<file path="config.mk">
export PLATFORM = sky130hd
export DESIGN_NAME = uart_reg_ctrl
export DESIGN_NICKNAME = d
export VERILOG_FILES = /design/src/rtl/uart_reg_ctrl.sv
export SDC_FILE = /design/constraint.sdc
export NUM_CORES = 1
export LEC_CHECK = 0
export ABC_AREA = 1
export ABC_CLOCK_PERIOD_IN_PS = 3100
export CAP_MARGIN = 20
export CORE_ASPECT_RATIO = 0.7
export CORE_UTILIZATION = 45
export CTS_CLUSTER_DIAMETER = 80
export DETAILED_ROUTE_END_ITERATION = 10
export HOLD_SLACK_MARGIN = 0.12
export PLACE_DENSITY_LB_ADDON = 0.3
export SYNTH_ARGS = -nofsm -noshare
export SYNTH_HDL_FRONTEND = slang
export SYNTH_SLANG_ARGS = --single-unit
export TNS_END_PERCENT = 50
</file>
<file path="constraint.sdc">
create_clock -name clk -period 3.1 [get_ports clk]
set_input_delay 0.465 -clock clk [delete_from_list [all_inputs] [get_ports clk]]
set_output_delay 0.465 -clock clk [all_outputs]
set_load 0.005 [all_outputs]
</file>
<file path="src/rtl/uart_reg_ctrl.sv">
// uart_reg_ctrl: turns bytes from a UART RX FIFO into register bus accesses.
// Commands are 'W' addr data (write) and 'R' addr (read). A write is acknowledged
// with ACK_BYTE, a read returns the register value, and a bad opcode or an
// inter-byte timeout returns NAK_BYTE. All responses go to the UART TX FIFO.
//
// Ports:
//   clk, rstn          single rising-edge clock, asynchronous active-low reset
//   rxempty, rdata     RX FIFO empty flag and data (data valid the cycle after rduart)
//   rduart             RX FIFO pop strobe
//   txfull             TX FIFO full flag
//   wdata, wruart      TX FIFO write data and write strobe
//   reg_addr/reg_wdata register bus address / write data (hold last captured values)
//   reg_we, reg_re     register write / read strobes
//   reg_rdata          register read data (valid the cycle after reg_re)
//   busy               high whenever the controller is not idle
module uart_reg_ctrl #(
  parameter int          TIMEOUT_CYCLES = 100000,
  parameter logic [7:0]  ACK_BYTE       = 8'h06,
  parameter logic [7:0]  NAK_BYTE       = 8'h15
) (
  input  logic       clk,
  input  logic       rstn,
  input  logic       rxempty,
  input  logic [7:0] rdata,
  output logic       rduart,
  input  logic       txfull,
  output logic [7:0] wdata,
  output logic       wruart,
  output logic [7:0] reg_addr,
  output logic [7:0] reg_wdata,
  output logic       reg_we,
  output logic       reg_re,
  input  logic [7:0] reg_rdata,
  output logic       busy
);

  typedef enum logic [2:0] {IDLE, POP, LATCH, WR, RD, CAP, SEND} state_t;

  localparam logic [7:0]  OP_W     = 8'h57;
  localparam logic [7:0]  OP_R     = 8'h52;
  localparam logic [16:0] CNT_LAST = 17'(TIMEOUT_CYCLES - 1);

  state_t      state_q, state_d;
  logic [1:0]  idx_q, idx_d;
  logic        wait_q, wait_d;
  logic [16:0] cnt_q, cnt_d;
  logic [7:0]  opcode_q, opcode_d;
  logic [7:0]  addr_q, addr_d;
  logic [7:0]  data_q, data_d;
  logic [7:0]  hold_q, hold_d;
  logic        rduart_q, rduart_d;
  logic        wruart_q, wruart_d;
  logic        reg_we_q, reg_we_d;
  logic        reg_re_q, reg_re_d;

  // Strobes are registered, so they appear one cycle after the state that
  // requests them. LATCH and CAP therefore wait while the strobe they issued is
  // still high and capture on the following cycle, when the FIFO/register data
  // is valid.
  always_ff @(posedge clk or negedge rstn) begin
    if (!rstn) begin
      state_q  <= IDLE;
      idx_q    <= 2'd0;
      wait_q   <= 1'b0;
      cnt_q    <= 17'd0;
      opcode_q <= 8'h00;
      addr_q   <= 8'h00;
      data_q   <= 8'h00;
      hold_q   <= 8'h00;
      rduart_q <= 1'b0;
      wruart_q <= 1'b0;
      reg_we_q <= 1'b0;
      reg_re_q <= 1'b0;
    end else begin
      state_q  <= state_d;
      idx_q    <= idx_d;
      wait_q   <= wait_d;
      cnt_q    <= cnt_d;
      opcode_q <= opcode_d;
      addr_q   <= addr_d;
      data_q   <= data_d;
      hold_q   <= hold_d;
      rduart_q <= rduart_d;
      wruart_q <= wruart_d;
      reg_we_q <= reg_we_d;
      reg_re_q <= reg_re_d;
    end
  end

  // Next-state logic. wait_q marks the part of LATCH spent waiting for the
  // next command byte, where the timeout counter runs.
  always_comb begin
    state_d = state_q;
    unique case (state_q)
      IDLE:  if (!rxempty) state_d = POP;
      POP:   state_d = LATCH;
      LATCH: begin
        if (wait_q) begin
          if (!rxempty)               state_d = POP;
          else if (cnt_q == CNT_LAST) state_d = SEND;
        end else if (!rduart_q) begin
          case (idx_q)
            2'd0:    if (rdata != OP_W && rdata != OP_R) state_d = SEND;
            2'd1:    if (opcode_q == OP_R) state_d = RD;
            2'd2:    state_d = WR;
            default: state_d = SEND;
          endcase
        end
      end
      WR:    state_d = SEND;
      RD:    state_d = CAP;
      CAP:   if (!reg_re_q) state_d = SEND;
      SEND:  if (!txfull) state_d = IDLE;
      default: state_d = IDLE;
    endcase
  end

  // Datapath and strobe requests for each state.
  always_comb begin
    idx_d    = idx_q;
    wait_d   = wait_q;
    cnt_d    = cnt_q;
    opcode_d = opcode_q;
    addr_d   = addr_q;
    data_d   = data_q;
    hold_d   = hold_q;
    rduart_d = 1'b0;
    wruart_d = 1'b0;
    reg_we_d = 1'b0;
    reg_re_d = 1'b0;
    unique case (state_q)
      IDLE: begin
        idx_d  = 2'd0;
        wait_d = 1'b0;
        cnt_d  = 17'd0;
      end
      POP:  rduart_d = 1'b1;
      LATCH: begin
        if (wait_q) begin
          if (!rxempty) begin
            wait_d = 1'b0;
          end else if (cnt_q == CNT_LAST) begin
            hold_d = NAK_BYTE;
            wait_d = 1'b0;
          end else begin
            cnt_d = cnt_q + 17'd1;
          end
        end else if (!rduart_q) begin
          case (idx_q)
            2'd0: begin
              opcode_d = rdata;
              if (rdata != OP_W && rdata != OP_R) begin
                hold_d = NAK_BYTE;
              end else begin
                idx_d  = 2'd1;
                wait_d = 1'b1;
                cnt_d  = 17'd0;
              end
            end
            2'd1: begin
              addr_d = rdata;
              if (opcode_q != OP_R) begin
                idx_d  = 2'd2;
                wait_d = 1'b1;
                cnt_d  = 17'd0;
              end
            end
            2'd2:    data_d = rdata;
            default: hold_d = NAK_BYTE;
          endcase
        end
      end
      WR: begin
        reg_we_d = 1'b1;
        hold_d   = ACK_BYTE;
      end
      RD:   reg_re_d = 1'b1;
      CAP:  if (!reg_re_q) hold_d = reg_rdata;
      SEND: if (!txfull) wruart_d = 1'b1;
      default: ;
    endcase
  end

  // Outputs come straight from flops, so everything reads 0 during reset.
  always_comb begin
    rduart    = rduart_q;
    wruart    = wruart_q;
    reg_we    = reg_we_q;
    reg_re    = reg_re_q;
    wdata     = hold_q;
    reg_addr  = addr_q;
    reg_wdata = data_q;
    busy      = (state_q != IDLE);
  end

endmodule

</file>
Word level (Yosys, flattened, before mapping)
Index checks and enable logic that the tools add are counted.
- flip-flop bits (word level): 59
- output and inout bits: 29
- logic and storage cells: 107
- add/subtract/negate cells: 1
- eq/ne operators: 32
- multiplexer cells: 46
- bitwise logic cells: 2
- reduce and logical (&&, ||, !) cells: 14
- operator list (cell ; number):
    17-bit 2-to-1 mux ; 6
    17-bit case mux with 2 select lines ; 2
    8-bit 2-to-1 mux ; 6
    3-bit 2-to-1 mux ; 9
    8-bit by 7-bit != test with 1-bit output, second input constant ; 3
    8-bit case mux with 3 select lines ; 1
    3-bit != test, second input constant ; 7
    3-bit case mux with 7 select lines ; 1
    7-bit AND reduction ; 3
    4-bit != test, second input constant ; 5
    17-bit by 1-bit adder with 17-bit output, second input constant ; 1
    17-bit == test, second input constant ; 1
    8-bit case mux with 2 select lines ; 1
    4-bit AND reduction ; 3
    1-bit 2-to-1 mux ; 11
    2-bit != test, second input constant ; 5
    3-bit == test, second input constant ; 3
    3-bit case mux with 3 select lines ; 1
    8-bit by 7-bit == test with 1-bit output, second input constant ; 1
    2-bit 2-to-1 mux ; 4
    2-bit case mux with 2 select lines ; 2
    3-bit by 2-bit == test with 1-bit output, second input constant ; 2
    6-bit AND reduction ; 1
    3-bit nonzero test ; 2
    other kinds (12) ; 14

Depth between registers and ports, before layout
- depth in word-level cells: 7
- gate-level depth with buffers: 12
- mapped depth without buffers: 12

Worst setup path after synthesis
OpenSTA, ideal clock, no wires.
- path type: register to register
- from: register cnt_q[0]
- to: register hold_q[2], in the netlist wdata[2]
- setup time: 65 ps
- arrival time: 1424 ps
- required time: 3035 ps
- path slack: 1611 ps
- stages on the path, launching flop included: 12
- buffers on the path: 0
- clock period less this slack: 1489 ps
- path through: dfrtp_1 > ha_1 > nand2_1 > inv_2 > nand2_1 > nor2_1 > nand2_1 > nand2_1 > nand2_2 > nor2_4 > o21ai_1 > nand2_1
- cells in the longest elaborated chain, start to end: 3
- ends and longest elaborated chain (element ; RTL line ; source):
    start: declaration ; 46 ; logic [16:0] cnt_q, cnt_d;
    start signal: assignment ; 78 ; cnt_q <= cnt_d;
    17-bit == test ; 142 ; end else if (cnt_q == CNT_LAST) begin
    3-bit != test (no source line) ; - ;
    7-bit AND reduction (no source line) ; - ;
    end signal: assignment ; 82 ; hold_q <= hold_d;
    end: declaration ; 50 ; logic [7:0] hold_q, hold_d;
Every way passes these cells.
A chain may end at the register's enable or synchronous reset.

Final worst setup path
- from: register state_q[1]
- to: output busy
- cells in the longest elaborated chain, start to end: 1
- ends and longest elaborated chain (element ; RTL line ; source):
    start: declaration ; 43 ; state_t state_q, state_d;
    start signal: assignment ; 75 ; state_q <= state_d;
    3-bit nonzero test ; 193 ; busy = (state_q != IDLE);
    end: declaration ; 34 ; output logic busy
Every way passes these cells.

==> impl_results.md <==
- Asr flop ratio synth: between 90% and 100%
- Placed Instance Area: approximately 3800 sq um
- Grt met2 use: 28.8%
- CP Launch Type: flip-flop
- Most used routing layer: met1
- Starting Density: around 47%
- Met1 usage in global routing: 30.2%
- Die height: around 73 microns
- Post-synth top cells: nand2_1, dfrtp_1, inv_1, nor2_1, o21ai_0
- Io pins: 49
- Util after Layout: 58.7%
- Arrival time at the worst endpoint: 1.74 ns
- Layout area overhead: 24.2%
- CTS tree: yes
- Post-DP HPWL: around 5200 microns
- Type of the tightest min-delay check: primary input to asynchronous set/reset pin
- Ant. Diodes: 0
- Synth Register Bits: 59
- Total core area: 6880 sq um
- Clock network fraction of total power: between 20% and 30%
- RSZ-0062 raised after global routing: no
- Final WL: 7130 microns
- Register area share after synthesis: 45.4%
- PortBufs: 48
- DR vias/cell: 4.85
- Fraction of layout cells with a size suffix above 1: 9.46%
- Post-Syn Area: 3250 sq um
- Clock Tree Root: clkbuf_8
- Most used DFF post-synth: dfrtp_1
- Clk slew on worst S/H paths: 0.08 ns
- Die Footprint: 7580 sq um
- Max Cap Viol: 0
- H-tree depth: 3
- Switching share of power: 38.4%
- WL/cell: 12.1 microns
- Leakage: 2.02 nW
- # hold bufs at CTS: 0
- Final period utilization: between 70% and 80%
- Die width: 104 microns
- Yosys cell types: 33
- Flop-to-flop setup slack: 1.30 ns
- Top-area cell type share of the netlist area: a little under half
- Num Clock Sinks: between 50 and 60
- Worst setup EP type: output port
- WHS: 0.167 ns
- Critical path endpoint: busy
- Fillers: 636
- Worst-Skew Late Latency: 0.34 ns
- Part of the power in registers: 35.5%
- CP required: 2.63 ns
- VDD IR max: between 0.4 and 0.5 mV
- Top-count cell post-synth: nand2_1
- Post-CTS setup repair buffer count: 0
- Synth area leaders: dfrtp_1, nand2_1, inv_1, o21ai_0, nor2_1
- DR pass1 iterations: 5
- Fin. max-slew vios: 0
- Min Clock Period, post-route: around 2.2 ns
- Design Area, Final: slightly above 4000 sq um
- Worst slew pin tran: 0.722 ns
- Ys Warns: 0
- Comb pwr share: 40.7%
- Syn nets: 462
- Number of remaining DRC errors: 0
- Antenna violations before repair: 0
- Critical path startpoint: state_q[1]
- Number of buffers created by CTS: 9
- Outcome: complete, no violations
- Area leader, netlist: dfrtp_1
- Synth Instances: 437
- Worst Skew: 0.00957 ns
- First-pass GRT wire length: about 12000 microns
- EDFF count, synth: 0
- M3 GR Usage: 5.45%
- Tot GR Track Use: between 20% and 30%
- R2r worst-path depth: 11
- First DRT Iteration DRCs: roughly 190
- Peak Freq: 453 MHz
- Largest net degree at the start of global routing: 34
- Syn Area/Cell: 7.44 sq um
- Int Pwr: slightly above 0.002 W
- TNS Setup: 0 ns
- CTS max path bufs: 2
- DR vias: 2867
- Largest fanout on the critical path: 7
- Fin. Hold Viols: 0
- Post-cts sizing count: 0
- RR Endpoint: wdata[7]
- Cell area power density: 819 nW/um^2
- CP Class: flip-flop to output port
- Final net count: 517
- Vias in the first global route: about 2500
- P_sw: 0.00127 W
- Worst slew margin relative to its limit: 51.9%
- Row cnt: 25
- R2r startpoint: cnt_q[0]
- Setup-failing EPs final: 0
- Final antenna-violating net count: 0
- GR Overflow Total: 0
- Routability Congestion: 0.863
[metal layers]
metal / up-vias / routed length [microns]
met5: - / 0
met4: 0 / 47
met3: 6 / 407
met2: 80 / 2920
met1: 1291 / 3760
li1: 1490 / -
[layout by cell type, fill, tap and decap left out]
| cell | instances |
|---|---|
| nand2_1 | 155 |
| dfrtp_1 | 59 |
| inv_1 | 49 |
| clkdlybuf4s50_1 | 47 |
| nor2_1 | 42 |
| o21ai_0 | 35 |
| nand3_1 | 29 |
| clkbuf_8 | 9 |
| nand2_2 | 7 |
| nor2_2 | 5 |
| nand4_1 | 5 |
| a21oi_1 | 5 |
| ha_1 | 5 |
| nor3_1 | 4 |
| o21ai_1 | 4 |
| clkinv_4 | 4 |
| nand3_2 | 3 |
| o21bai_1 | 3 |
| o211ai_1 | 3 |
| nor2_4 | 2 |
| nand2_8 | 2 |
| inv_2 | 2 |
| xor2_1 | 2 |
| or2_2 | 2 |
| bufinv_16 | 2 |
| buf_4 | 2 |
| a21oi_2 | 1 |
| nand2_4 | 1 |
| nor2_8 | 1 |
| inv_4 | 1 |
| a31o_2 | 1 |
| nor3b_1 | 1 |
| xnor2_1 | 1 |
| a31oi_1 | 1 |
| clkinvlp_4 | 1 |
| buf_2 | 1 |
[power by group through the flow]
| stage | clock (W) | combinational [W] | sequential, W |
|---|---|---|---|
| floorplan | 0 | 0.000890 | 0.00115 |
| global placement | 0 | 0.00133 | 0.00118 |
| detailed placement | 0 | 0.00135 | 0.00118 |
| CTS | 0.000807 | 0.00136 | 0.00117 |
| global route | 0.000836 | 0.00152 | 0.00120 |
| finish | 0.000790 | 0.00135 | 0.00117 |
[layout make-up]
type,instances,area (sq um),share of cell area (%)
clock buffer,9,124,3.07
clock inverter,7,103,2.54
inverter,52,198,4.89
multi-input combinational,320,1530,37.9
sequential,59,1480,36.5
tap,94,118,2.91
timing repair buffer,50,490,12.1
[cells by family after synthesis]
group | share of synthesized area, %
buffers and inverters | 7.50
AOI/OAI and AO/OA | 8.88
DFF | 45.4
xor gates and xnor gates | 0.808
and+or+nand+nor | 35.5
adders and majority gates | 1.92
[worst min-delay path by stage]
stage                               to  cells after the start
after global placement     reg_addr[6]                      2
after CTS                 reg_wdata[6]                      1
after floorplan               cnt_q[0]                      0
after global routing      reg_wdata[4]                      1
after detailed placement   opcode_q[2]                      2
final                     reg_wdata[6]                      1
[flip-flops by register name, indices dropped and copies added, names as in the netlist, 2 cells and up]
name / flops
state_q: 3
reg_wdata: 8
wdata: 8
idx_q: 2
reg_addr: 8
cnt_q: 17
opcode_q: 8
[worst max-delay path, stage by stage, from the launching register on]
cell and delay [ns]:
dfrtp_1 0.57, inv_1 0.18, nand2_1 0.14, clkdlybuf4s50_1 0.51
[per-stage QoR]
step | instances | power, W | worst slack, ns
after floorplan | 437 | 0.00204 | 1.61
after global placement | 575 | 0.00251 | 1.11
after detailed placement | 575 | 0.00253 | 1.07
after CTS | 591 | 0.00334 | 0.892
after global routing | 591 | 0.00356 | 0.809
final | 591 | 0.00331 | 0.894
Power figures use the tool's default switching activity.
==> patch: new RTL, same settings <==
The parameter `ACK_BYTE` goes from 8'h06 to 8'h05.
--- a/src/rtl/uart_reg_ctrl.sv
+++ b/src/rtl/uart_reg_ctrl.sv
@@ -17,3 +17,3 @@
   parameter int          TIMEOUT_CYCLES = 100000,
-  parameter logic [7:0]  ACK_BYTE       = 8'h06,
+  parameter logic [7:0]  ACK_BYTE       = 8'h05,
   parameter logic [7:0]  NAK_BYTE       = 8'h15
Check against the original RTL: same outputs for any inputs over 10 cycles, from zero or initial values and one cycle with rstn low; that may be too few to reach the edited logic, so the function may still have changed.
==> patch against the unedited design <==
Utilization increased by 2.0 points. Die area decreased by 4.2%. Maximum frequency increased by 6.0%. Setup slack improved by 0.12 ns. Sequential share of layout area increased by 1.1 points. Combinational power about the same. Hold slack improved by 0.092 ns. Wire length increased by 3.9%. Sequential cell count unchanged. Final area decreased by 3.0%. Critical path type unchanged. Global-route usage increased by 2.1 points. Area after synthesis decreased by 4.3%. Power increased by 0.97%.
==> patch: results (changes against the unedited design) <==
GP Congestion = 0.8748 (+1.4%)
vias in the first global route = 2607 (+4.7%)
share of cells above drive strength 1 = 7.453% (-2.0 points)
IO Port Bufs = 48 (unchanged)
TritonCTS Buffers = 9 (unchanged)
met2 global-route usage = 29.93% (+1.1 points)
drt pass-1 iters = 5 (unchanged)
GR met3 Demand/Resource = 5.854% (+0.41 points)
Clock Pin Slew Worst Setup and Hold Paths = 0.07 ns
GRT Util Overall = 22.45% (+2.1 points)
first-pass GRT wire length = 12.41 mm (+3.3%)
vias = 2879 (+0.42%)
number of antenna violations at the first check in global routing = 0 (unchanged)
setup bufs post-CTS = 0 (unchanged)
top cell type by total area after synthesis = dfrtp_1
placed insts = 558 (-3.0%)
Seq/Total Area, Yosys = 47.41% (+2.0 points)
Hold Crit Class = in2async
Setup Skew = 0.005811 ns (-0.003759 ns)
worst path arrival time = 1.62 ns (-0.12 ns)
Leakage = 1.957 nW (-3.3%)
Filler Cell Count = 554 (-13%)
Switching Share = 37.08% (-1.3 points)
fin cells = 574 (-2.9%)
dominant cells by area after synthesis = dfrtp_1 47%, nand2_1 18%, nand3_1 6.3%
syn nets = 447 (-3.2%)
routed len/inst = 12.91 um (+7.0%)
Yosys warning total = 0 (unchanged)
synth cell count leaders = 147 x nand2_1, 59 x dfrtp_1, 46 x nor2_1, 41 x inv_1, 39 x nand3_1
grt met1 use = 34.62% (+4.4 points)
post-DP HPWL = 5.290 mm (+1.3%)
crit path max fanout = 6 (-1)
final net count = 503 (-2.7%)
outcome = finished, final reports clean
initial drt markers = 189 (-2.1%)
synth unique cells = 26 (-21%)
Critical Path Start = state_q[2]
Worst-Skew Late Latency = 0.35 ns
most flop-heavy register = cnt_q
ys async rst share = 100.0% (unchanged)
largest net degree at the start of global routing = 43 (+26%)
worst relative slew slack = 37.63% (-14 points)
VDD IR-drop max = 0.0004968 V (+11%)
H-tree depth = 3 (unchanged)
post-synthesis instance total = 422 (-3.4%)
max reg flops = 17 (unchanged)
clk buf depth = 2 (unchanged)
patch: power by group through the flow:
stage / logic, mW / registers [mW] / clock network, mW
after floorplan: 0.781 / 1.19 / 0
after global placement: 1.31 / 1.19 / 0
after detailed placement: 1.33 / 1.20 / 0
after CTS: 1.35 / 1.20 / 0.809
after global routing: 1.51 / 1.23 / 0.843
final: 1.35 / 1.20 / 0.798
patch: worst max-delay path, cell delays in order, from the launching register on:
cell and delay, ns:
dfrtp_1 0.46, nor2_4 0.22, nand2_1 0.13, clkdlybuf4s50_1 0.46
patch: worst paths after layout:
| kind | to | slack [ns] | depth (start not counted) |
|---|---|---|---|
| max reg2reg | reg_wdata[3] | 1.29 | 5 |
| min in group clk | reg_wdata[6] | 0.49 | 2 |
| max in group asynchronous | reg_addr[3] | 2.13 | 2 |
| min | wdata[3] | 0.26 | 1 |
| min reg2reg | reg_wdata[6] | 0.49 | 2 |
| max | busy | 1.02 | 3 |
patch: cell type report:
class / instances / area share [%]
Clock buffer: 11 / 3.863
Tap cell: 91 / 2.905
Timing Repair Buffer: 50 / 12.52
Sequential cell: 59 / 37.68
Clock inverter: 5 / 1.916
Inverter: 44 / 4.278
Multi-Input combinational cell: 314 / 36.85
patch: cell families (layout without fill, tap and decap cells):
kind of cell               count (synthesis)  count (layout)  synth area share (%)
adders and majority gates                  5               5                 2.009
buffers and inverters                     49             110                 6.228
xor gates and xnor gates                   5               5                 1.406
and+or+nand+nor                          255             255                 34.83
AOI/OAI and AO/OA                         49              49                 8.116
DFF                                       59              59                 47.41
patch: through the flow:
| step | cell area, um^2 | worst slack [ns] | hold slack [ns] |
|---|---|---|---|
| global placement | 3692 | 1.084 | 0.4667 |
| floorplan | 3114 | 1.618 | 0.1694 |
| global route | 3919 | 0.9786 | 0.3410 |
| finish | 3919 | 1.018 | 0.2593 |
| CTS | 3919 | 1.030 | 0.2774 |
| detailed placement | 3692 | 1.034 | 0.4728 |
patch: metal layers:
layer / wire (um) / vias to the layer above
met2: 2807 / 94
met4: 130 / 0
met3: 455 / 14
met5: 0 / -
li1: - / 1449
met1: 4015 / 1322
